--- src/rtl/frame_check.sv ---
// -----------------------------------------------------------------------------
// frame_check
// Serial frame checker. Bits arrive already sampled (sampled_bit qualified by a
// one-cycle bit_valid strobe). A strobe tagged with frame_start opens a frame.
// The frame then carries DATA_LEN data bits LSB-first, an optional parity bit
// and one or two stop bits. The block delivers the data with parity and stop
// error flags, and keeps saturating counts of both error kinds.
//
// Ports
//   CLK, RST        clock (rising edge), asynchronous active-low reset
//   sampled_bit     serial bit value, qualified by bit_valid
//   bit_valid       one-cycle strobe; only strobed cycles advance the FSM
//   frame_start     strobed bit is a start bit (aborts any frame in progress)
//   DATA_LEN        data bits per frame (0 or > DATA_WIDTH means DATA_WIDTH)
//   PAR_EN, PAR_TYP parity present; 00 even, 01 odd, 10 mark, 11 space
//   STOP_BITS       0 = one stop bit, 1 = two stop bits
//   cnt_clr         synchronous clear of both error counters
//   P_DATA          received data, right-aligned, held between frames
//   data_valid      one-cycle pulse, the cycle after the last stop strobe
//   par_err/stp_err frame error flags, valid with data_valid
//   strt_err        one-cycle pulse when a start strobe carries a 1
//   par_err_cnt/stp_err_cnt  saturating error counters
// -----------------------------------------------------------------------------
module frame_check #(
   parameter int DATA_WIDTH = 8,
   parameter int CNT_WIDTH  = 8
) (
   input  logic                              CLK,
   input  logic                              RST,
   input  logic                              sampled_bit,
   input  logic                              bit_valid,
   input  logic                              frame_start,
   input  logic [$clog2(DATA_WIDTH+1)-1:0]   DATA_LEN,
   input  logic                              PAR_EN,
   input  logic [1:0]                        PAR_TYP,
   input  logic                              STOP_BITS,
   input  logic                              cnt_clr,
   output logic [DATA_WIDTH-1:0]             P_DATA,
   output logic                              data_valid,
   output logic                              par_err,
   output logic                              stp_err,
   output logic                              strt_err,
   output logic [CNT_WIDTH-1:0]              par_err_cnt,
   output logic [CNT_WIDTH-1:0]              stp_err_cnt
);

   localparam int              LW       = $clog2(DATA_WIDTH + 1);
   localparam logic [LW-1:0]   FULL_LEN = LW'(DATA_WIDTH);

   typedef enum logic [2:0] {IDLE, DATA, PARITY, STOP1, STOP2} state_t;

   state_t                  state;
   logic [DATA_WIDTH-1:0]   shadow;
   logic [LW-1:0]           bit_cnt;
   logic [LW-1:0]           len_q;
   logic                    run_par;
   logic                    par_en_q;
   logic [1:0]              par_typ_q;
   logic                    stop_bits_q;
   logic                    par_err_acc;
   logic                    stp_err_acc;

   logic [LW-1:0]           len_eff;
   logic                    exp_par;
   logic                    stp_err_now;

   // NOTE: every signal assigned in always_comb gets a value on every path,
   // otherwise synthesis infers a latch to hold the old value.
   always_comb begin
      len_eff = DATA_LEN;
      if (DATA_LEN == '0 || DATA_LEN > FULL_LEN)
         len_eff = FULL_LEN;

      exp_par = 1'b0;
      case (par_typ_q)
         2'b00:   exp_par = run_par;
         2'b01:   exp_par = ~run_par;
         2'b10:   exp_par = 1'b1;
         default: exp_par = 1'b0;
      endcase

      // Stop errors accumulate over both stop bits.
      stp_err_now = stp_err_acc | ~sampled_bit;
   end

   // NOTE: state registers use non-blocking assignments so that every flop
   // samples the pre-edge values, independent of statement order.
   always_ff @(posedge CLK or negedge RST) begin
      if (!RST) begin
         state       <= IDLE;
         shadow      <= '0;
         bit_cnt     <= '0;
         len_q       <= '0;
         run_par     <= 1'b0;
         par_en_q    <= 1'b0;
         par_typ_q   <= 2'b00;
         stop_bits_q <= 1'b0;
         par_err_acc <= 1'b0;
         stp_err_acc <= 1'b0;
         P_DATA      <= '0;
         data_valid  <= 1'b0;
         par_err     <= 1'b0;
         stp_err     <= 1'b0;
         strt_err    <= 1'b0;
      end else begin
         data_valid <= 1'b0;
         strt_err   <= 1'b0;
         if (bit_valid) begin
            if (frame_start) begin
               // A start strobe wins in any state. A frame in progress is
               // dropped silently.
               if (sampled_bit) begin
                  strt_err <= 1'b1;
                  state    <= IDLE;
               end else begin
                  state       <= DATA;
                  shadow      <= '0;
                  bit_cnt     <= '0;
                  run_par     <= 1'b0;
                  par_err_acc <= 1'b0;
                  stp_err_acc <= 1'b0;
                  len_q       <= len_eff;
                  par_en_q    <= PAR_EN;
                  par_typ_q   <= PAR_TYP;
                  stop_bits_q <= STOP_BITS;
               end
            end else begin
               case (state)
                  IDLE: ;
                  DATA: begin
                     // The shadow register is cleared at the start bit. ORing
                     // each bit into place leaves the data right-aligned for
                     // any length.
                     shadow  <= shadow | (DATA_WIDTH'(sampled_bit) << bit_cnt);
                     run_par <= run_par ^ sampled_bit;
                     bit_cnt <= bit_cnt + LW'(1);
                     if (bit_cnt + LW'(1) == len_q)
                        state <= par_en_q ? PARITY : STOP1;
                  end
                  PARITY: begin
                     par_err_acc <= exp_par ^ sampled_bit;
                     state       <= STOP1;
                  end
                  STOP1: begin
                     if (stop_bits_q) begin
                        stp_err_acc <= stp_err_now;
                        state       <= STOP2;
                     end else begin
                        state      <= IDLE;
                        data_valid <= 1'b1;
                        P_DATA     <= shadow;
                        par_err    <= par_err_acc;
                        stp_err    <= stp_err_now;
                     end
                  end
                  STOP2: begin
                     state      <= IDLE;
                     data_valid <= 1'b1;
                     P_DATA     <= shadow;
                     par_err    <= par_err_acc;
                     stp_err    <= stp_err_now;
                  end
                  default: state <= IDLE;
               endcase
            end
         end
      end
   end

   // Counters advance during the data_valid cycle. A clear always wins.
   always_ff @(posedge CLK or negedge RST) begin
      if (!RST) begin
         par_err_cnt <= '0;
         stp_err_cnt <= '0;
      end else if (cnt_clr) begin
         par_err_cnt <= '0;
         stp_err_cnt <= '0;
      end else if (data_valid) begin
         if (par_err && par_err_cnt != '1)
            par_err_cnt <= par_err_cnt + CNT_WIDTH'(1);
         if (stp_err && stp_err_cnt != '1)
            stp_err_cnt <= stp_err_cnt + CNT_WIDTH'(1);
      end
   end

endmodule

--- config.mk ---
export PLATFORM = sky130hd
export DESIGN_NAME = frame_check
export DESIGN_NICKNAME = d
export VERILOG_FILES = /design/src/rtl/frame_check.sv
export SDC_FILE = /design/constraint.sdc
export NUM_CORES = 1
export LEC_CHECK = 0
export BUFFER_PORTS_ARGS = -buffer_cell sky130_fd_sc_hd__buf_2
export CAP_MARGIN = 20
export CORE_UTILIZATION = 30
export CTS_CLUSTER_SIZE = 20
export DETAILED_ROUTE_END_ITERATION = 10
export PLACE_DENSITY = 0.49
export SYNTH_ARGS = -nofsm -noshare
export SYNTH_HDL_FRONTEND = slang
export SYNTH_SLANG_ARGS = --single-unit
--- constraint.sdc ---
create_clock -name CLK -period 2.2 [get_ports CLK]
set_clock_uncertainty 0.15 [all_clocks]
set_input_delay 0.11 -clock CLK [delete_from_list [all_inputs] [get_ports CLK]]
set_output_delay 0.11 -clock CLK [all_outputs]
set_load 0.03 [all_outputs]
-- Word-level counts from Yosys, hierarchy flattened
Cells that the tools add are included.
- bits in registers: 54
- output and inout bits: 28
- add/sub/neg operators: 3
- order comparisons: 1
- bitwise operators: 7
- shift operators: 1
- multiplexer cells: 41
- reductions and logical operators: 22
- eq/ne operators: 13
- operators with widths (operator ; number):
    two-way mux 8 bit ; 10
    two-way mux 1 bit ; 18
    adder 8 x 1 -> 8 bit, second input constant ; 2
    two-way mux 4 bit ; 4
    != test 8 bit, second input constant ; 2
    one-hot mux 8 bit (2 select lines) ; 1
    nonzero test 2 bit ; 8
    one-hot mux 3 bit (4 select lines) ; 1
    AND reduction 3 bit ; 4
    two-way mux 3 bit ; 3
    bitwise OR 8 bit ; 1
    AND reduction 4 bit ; 2
    left shift 1 x 4 -> 8 bit ; 1
    equality test 3 x 2 -> 1 bit, second input constant ; 2
    != test 2 bit, second input constant ; 3
    one-hot mux 1 bit (2 select lines) ; 3
    adder 4 x 1 -> 4 bit, second input constant ; 1
    equality test 4 bit ; 1
    greater-than comparator 4 bit, second input constant ; 1
    zero test 4 bit ; 1
    AND reduction 2 bit ; 2
    equality test 3 x 1 -> 1 bit, second input constant ; 1
    equality test 3 bit, second input constant ; 1
    zero test 3 bit ; 1
    other kinds (10) ; 14

-- Longest topological paths before layout
- depth after elaboration: 5
- gate-level depth with buffers: 6
- gate-level depth less buffers: 5

-- Worst setup path before layout
Ideal clock, no wire load.
- path kind: register to register
- from: register stp_err_cnt[0]
- to: register stp_err_cnt[4]
- arrival: 1.606 ns
- clock period less this slack: 1.833 ns
- setup time: 0.078 ns
- buffers on the path: 1
- stages on the path, launching flop included: 7
- path slack: 0.367 ns
- cell sequence: dfrtp_1 > ha_1 > nand3_1 > o21bai_1 > buf_2 > or4_1 > a21oi_1
- cells in the longest elaborated chain, start to end: 4
- elaborated cells on any way between the ends: 8
- classes of those cells: add/sub (1); eq/ne (1); mux (3); reduce/logical (3)
- ends and longest elaborated chain (item ; line ; source):
    from (decl) ; 44 ; output logic [CNT_WIDTH-1:0] stp_err_cnt
    from (signal assigned) ; 182 ; stp_err_cnt <= stp_err_cnt + CNT_WIDTH'(1);
    adder 8 x 1 -> 8 bit / != test 8 bit (equally long branches) ; 182, 181 ;
    two-way mux 8 bit / logical AND 1 bit (equally long branches) ; 181 ; if (stp_err && stp_err_cnt != '1)
    two-way mux 8 bit / nonzero test 2 bit (equally long branches) ; - ;
    two-way mux 8 bit / AND reduction 2 bit (equally long branches) ; - ;
Parallel ways exist; a longest one is shown, timed or not. The select of a mux whose other input is x is not followed.
A chain may end at the register's enable or synchronous reset.

-- Final worst setup path
- from: input port frame_start
- to: register len_q[0]
- cells in the longest elaborated chain, start to end: 1
- ends and longest elaborated chain (item ; line ; source):
    from (decl) ; 32 ; input logic frame_start,
    AND reduction 3 bit (no source line) ; - ;
    to (signal assigned) ; 122 ; len_q <= len_eff;
    to (decl) ; 55 ; logic [LW-1:0] len_q;
Every way passes these cells.

==> flow_metrics.env <==
export IMPL_synth_cell_types=42
export IMPL_drc=0
export IMPL_grt_pass1_wl_um=9150
export IMPL_timing_rr_end="stp_err_cnt[1]$_DFFE_PN0P_"
export IMPL_finalSetupTns_ns=0
export IMPL_antenna_found_initial=0
export IMPL_p_per_area_mw_per_mm2=785
export IMPL_clkTransAtPathRegs_ns=0.09
export IMPL_syn_nets=270
export IMPL_crit_type="in -> reg"
export IMPL_maxSlewViolCount=0
export IMPL_via_per_inst=4.89
export IMPL_finalHoldViolCount=0
export IMPL_vdd_drop_max_mv=0.249
export IMPL_cts_tree="built"
export IMPL_synth_edf_count=0
export IMPL_critPathSlowestCell="dlygate4sd3_1"
export IMPL_synthDominantCellAreaShare_pct=51.8
export IMPL_cts_hold_buf=15
export IMPL_syn_cell_area_mm2=0.00261
export IMPL_firstDrtPassIters=4
export IMPL_postCtsSetupBuffers=0
export IMPL_worstSetupEndpointType="flop"
export IMPL_worst_hold_startpoint="cnt_clr"
export IMPL_die_w_um=95.2
export IMPL_crit_fanout=11
export IMPL_max_slew_margin_pct=46.7
export IMPL_async_reset_ff_share_pct=100
export IMPL_power_switching_uw=824
export IMPL_vias=2015
export IMPL_grt_max_degree=46
export IMPL_cts_buffer_depth=2
export IMPL_clock_sinks=54
export IMPL_ant_nets=0
export IMPL_worstMarginPinSlew_ns=0.799
export IMPL_grt_pass1_vias=1960
export IMPL_antenna_cells=0
export IMPL_synthCells=253
export IMPL_drt_wl_total_um=5500
export IMPL_grt_total_usage_pct=13.0
export IMPL_cp_start_kind="input pin"
export IMPL_finalSetupViolCount=0
export IMPL_comb_power_share_pct=26.7
export IMPL_holdCritPathClass="in -> reg"
export IMPL_final_nets=324
export IMPL_cap_violations=0
export IMPL_layout_drive_gt1_share_pct=21.5
export IMPL_cts_root_buf="clkbuf_8"
export IMPL_cts_max_level=2
export IMPL_syn_avg_cell_area_um2=10.3
export IMPL_boundaryPins=42
export IMPL_core_area_mm2=0.00830
export IMPL_p_clk_share_pct=21.8
export IMPL_worstPathRequired_ns=2.30
export IMPL_clk_latency_ns=0.31
export IMPL_start_util_pct=31.4
export IMPL_status="completed"
export IMPL_switching_share_pct=33.4
export IMPL_holdPathEnd="par_err_cnt[1]$_DFFE_PN0P_"
export IMPL_drt_iter0_markers=67
export IMPL_p_int_uw=1650
export IMPL_min_path_cells=2
export IMPL_synth_top_cells_by_count="54 x dfrtp_1, 31 x nand2_1, 20 x a21oi_1"
export IMPL_rsz0062_at_grt="false"
export IMPL_ys_ff_latch=54
export IMPL_place_congestion=0.799
export IMPL_period_needed_ns=1.98
export IMPL_std_cell_rows=33
export IMPL_reg2reg_slack_ns=0.23
export IMPL_die_area_mm2=0.00907
export IMPL_ys_flop_type="dfrtp_1"
export IMPL_yosysWarningCount=0
export IMPL_max_freq_ghz=0.504
export IMPL_synth_most_common_cell="dfrtp_1"
export IMPL_p_leak_uw=0.00151
export IMPL_cts_inserted_buffers=5
export IMPL_cpMostUsedCell="dlygate4sd3_1"
export IMPL_syn2layout_area_growth_pct=20.8
export IMPL_yosysTopAreaCell="dfrtp_1"
export IMPL_whs_ns=0.0258
export IMPL_crit_buf_inv=3
export IMPL_min_period_over_period_pct=90.2
export IMPL_gr_total_overflow=0
export IMPL_path_delay_family="buffers and inverters"
export IMPL_cp_arrival_ns=2.09
export IMPL_fin_area_mm2=0.00315
export IMPL_placed_cell_area_mm2=0.00292
export IMPL_wl_per_cell_um=13.3
export IMPL_seqPwrFrac_pct=51.5
export IMPL_timing_critical_path_slowest_cell_delay_ns=0.58
export IMPL_cp_cell_sequence="dlygate4sd3_1 > buf_2 > and3_1 > nand3b_1 > dlygate4sd3_1 > nand2_1"
export IMPL_place_detailed_hpwl_um=3820
export IMPL_timing_rr_start="stp_err_cnt[0]$_DFFE_PN0P_"
export IMPL_cts_resized_gates=0
export IMPL_io_buffers=41
export IMPL_ys_seq_area_share_pct=51.8
export IMPL_reg2reg_depth=5
export IMPL_die_y_um=95.2
export IMPL_ys_top_cells_by_area="dfrtp_1 52%, mux2_4 5.2%, nand2_1 4.5%, a21oi_1 3.8%, nand3_1 2.9%"
## through the flow
stage,cells,total power [uW],util (%),setup WS (ns)
final,412,2470,37.9,0.216
after CTS,412,2520,37.9,0.202
after global placement,390,1940,35.1,0.340
after floorplan,253,1760,-,0.367
after global routing,412,2650,37.9,0.0297
after detailed placement,390,1950,35.1,0.286
## routing by layer
metal | GRT usage (%) | vias to the layer above | routed length [um]
li1 | - | 1005 | -
met1 | 16.3 | 963 | 2630
met2 | 21.4 | 39 | 2490
met3 | 3.59 | 8 | 283
met4 | 4.80 | 0 | 88
met5 | 0 | - | 0
## worst max path at each step
stage / cells after the start / to / slack (ns) / startpoint
2_1_floorplan: 6 / stp_err_cnt[4]$_DFFE_PN0P_ / 0.37 / stp_err_cnt[0]$_DFFE_PN0P_
3_3_place_gp: 5 / par_err_cnt[1]$_DFFE_PN0P_ / 0.34 / par_err_cnt[0]$_DFFE_PN0P_
3_5_place_dp: 5 / stp_err_cnt[1]$_DFFE_PN0P_ / 0.29 / stp_err_cnt[0]$_DFFE_PN0P_
4_1_cts: 6 / len_q[2]$_DFFE_PN0P_ / 0.20 / frame_start
5_1_grt: 5 / stp_err_cnt[3]$_DFFE_PN0P_ / 0.03 / stp_err_cnt[0]$_DFFE_PN0P_
6_report: 6 / len_q[0]$_DFFE_PN0P_ / 0.22 / frame_start
## power groups by stage
stage	Sequential, uW	Clock [uW]	Combinational [uW]
finish	1270	539	659
global route	1300	608	738
CTS	1280	574	669
detailed placement	1300	0	649
global placement	1300	0	645
floorplan	1320	0	445
## cells in the final DEF, fill, tap and decap left out, types with 2 or more instances in the layout
| master | synthesis | routed |
|---|---|---|
| or4_1 | 7 | 7 |
| dfrtp_1 | 54 | 54 |
| nand2b_1 | 3 | 3 |
| xor2_1 | 5 | 5 |
| nor2_1 | 19 | 19 |
| nand3_1 | 15 | 15 |
| dlygate4sd3_1 | 0 | 15 |
| or3_1 | 5 | 5 |
| a31oi_1 | 5 | 5 |
| and3_1 | 3 | 3 |
| mux2_4 | 9 | 9 |
| buf_4 | 1 | 2 |
| clkinvlp_4 | 0 | 2 |
| nor3_1 | 3 | 3 |
| nand4_1 | 2 | 2 |
| mux2i_1 | 3 | 3 |
| a21oi_1 | 20 | 20 |
| nor2b_1 | 3 | 3 |
| xnor2_1 | 5 | 5 |
| ha_1 | 3 | 3 |
| clkbuf_8 | 0 | 5 |
| nand3b_1 | 3 | 3 |
| inv_1 | 7 | 7 |
| nand2_1 | 31 | 31 |
| o21ai_0 | 10 | 10 |
| o21bai_1 | 2 | 2 |
| buf_2 | 6 | 41 |
| o31ai_1 | 10 | 10 |
## worst reg2reg max path: cells and delay by family (launching register included)
| family | cells | cell delay, ns |
|---|---|---|
| DFF | 1 | 0.43 |
| and+or+nand+nor | 2 | 0.14 |
| muxes | 1 | 0.27 |
| adders and majority gates | 1 | 0.23 |
| AOI/OAI and AO/OA | 1 | 0.64 |
## flip-flops by register name (all words and copies together) (netlist names)
register     cells
par_err_acc      1
strt_err         1
P_DATA           8
len_q            4
shadow           8
par_en_q         1
run_par          1
stop_bits_q      1
state            3
par_err          1
bit_cnt          4
stp_err_acc      1
data_valid       1
par_typ_q        2
stp_err_cnt      8
stp_err          1
par_err_cnt      8
## final cells by class
| cell class | count | area [um^2] |
|---|---|---|
| clock inverter | 2 | 15.0 |
| timing repair buffer | 59 | 390 |
| inverter | 7 | 26.3 |
| clock buffer | 5 | 68.8 |
| fill | 868 | 5150 |
| tap | 105 | 131 |
| multi-input combinational | 180 | 1170 |
| sequential | 54 | 1350 |
## cells by family after synthesis
logic type / Yosys count / synth area share, %
and+or+nand+nor: 101 / 20.8
AOI/OAI and AO/OA: 53 / 12.3
buffers and inverters: 19 / 3.46
adders and majority gates: 3 / 1.44
DFF: 54 / 51.8
xor gates and xnor gates: 10 / 3.36
muxes: 13 / 6.77
(Power assumes the default switching activity.)
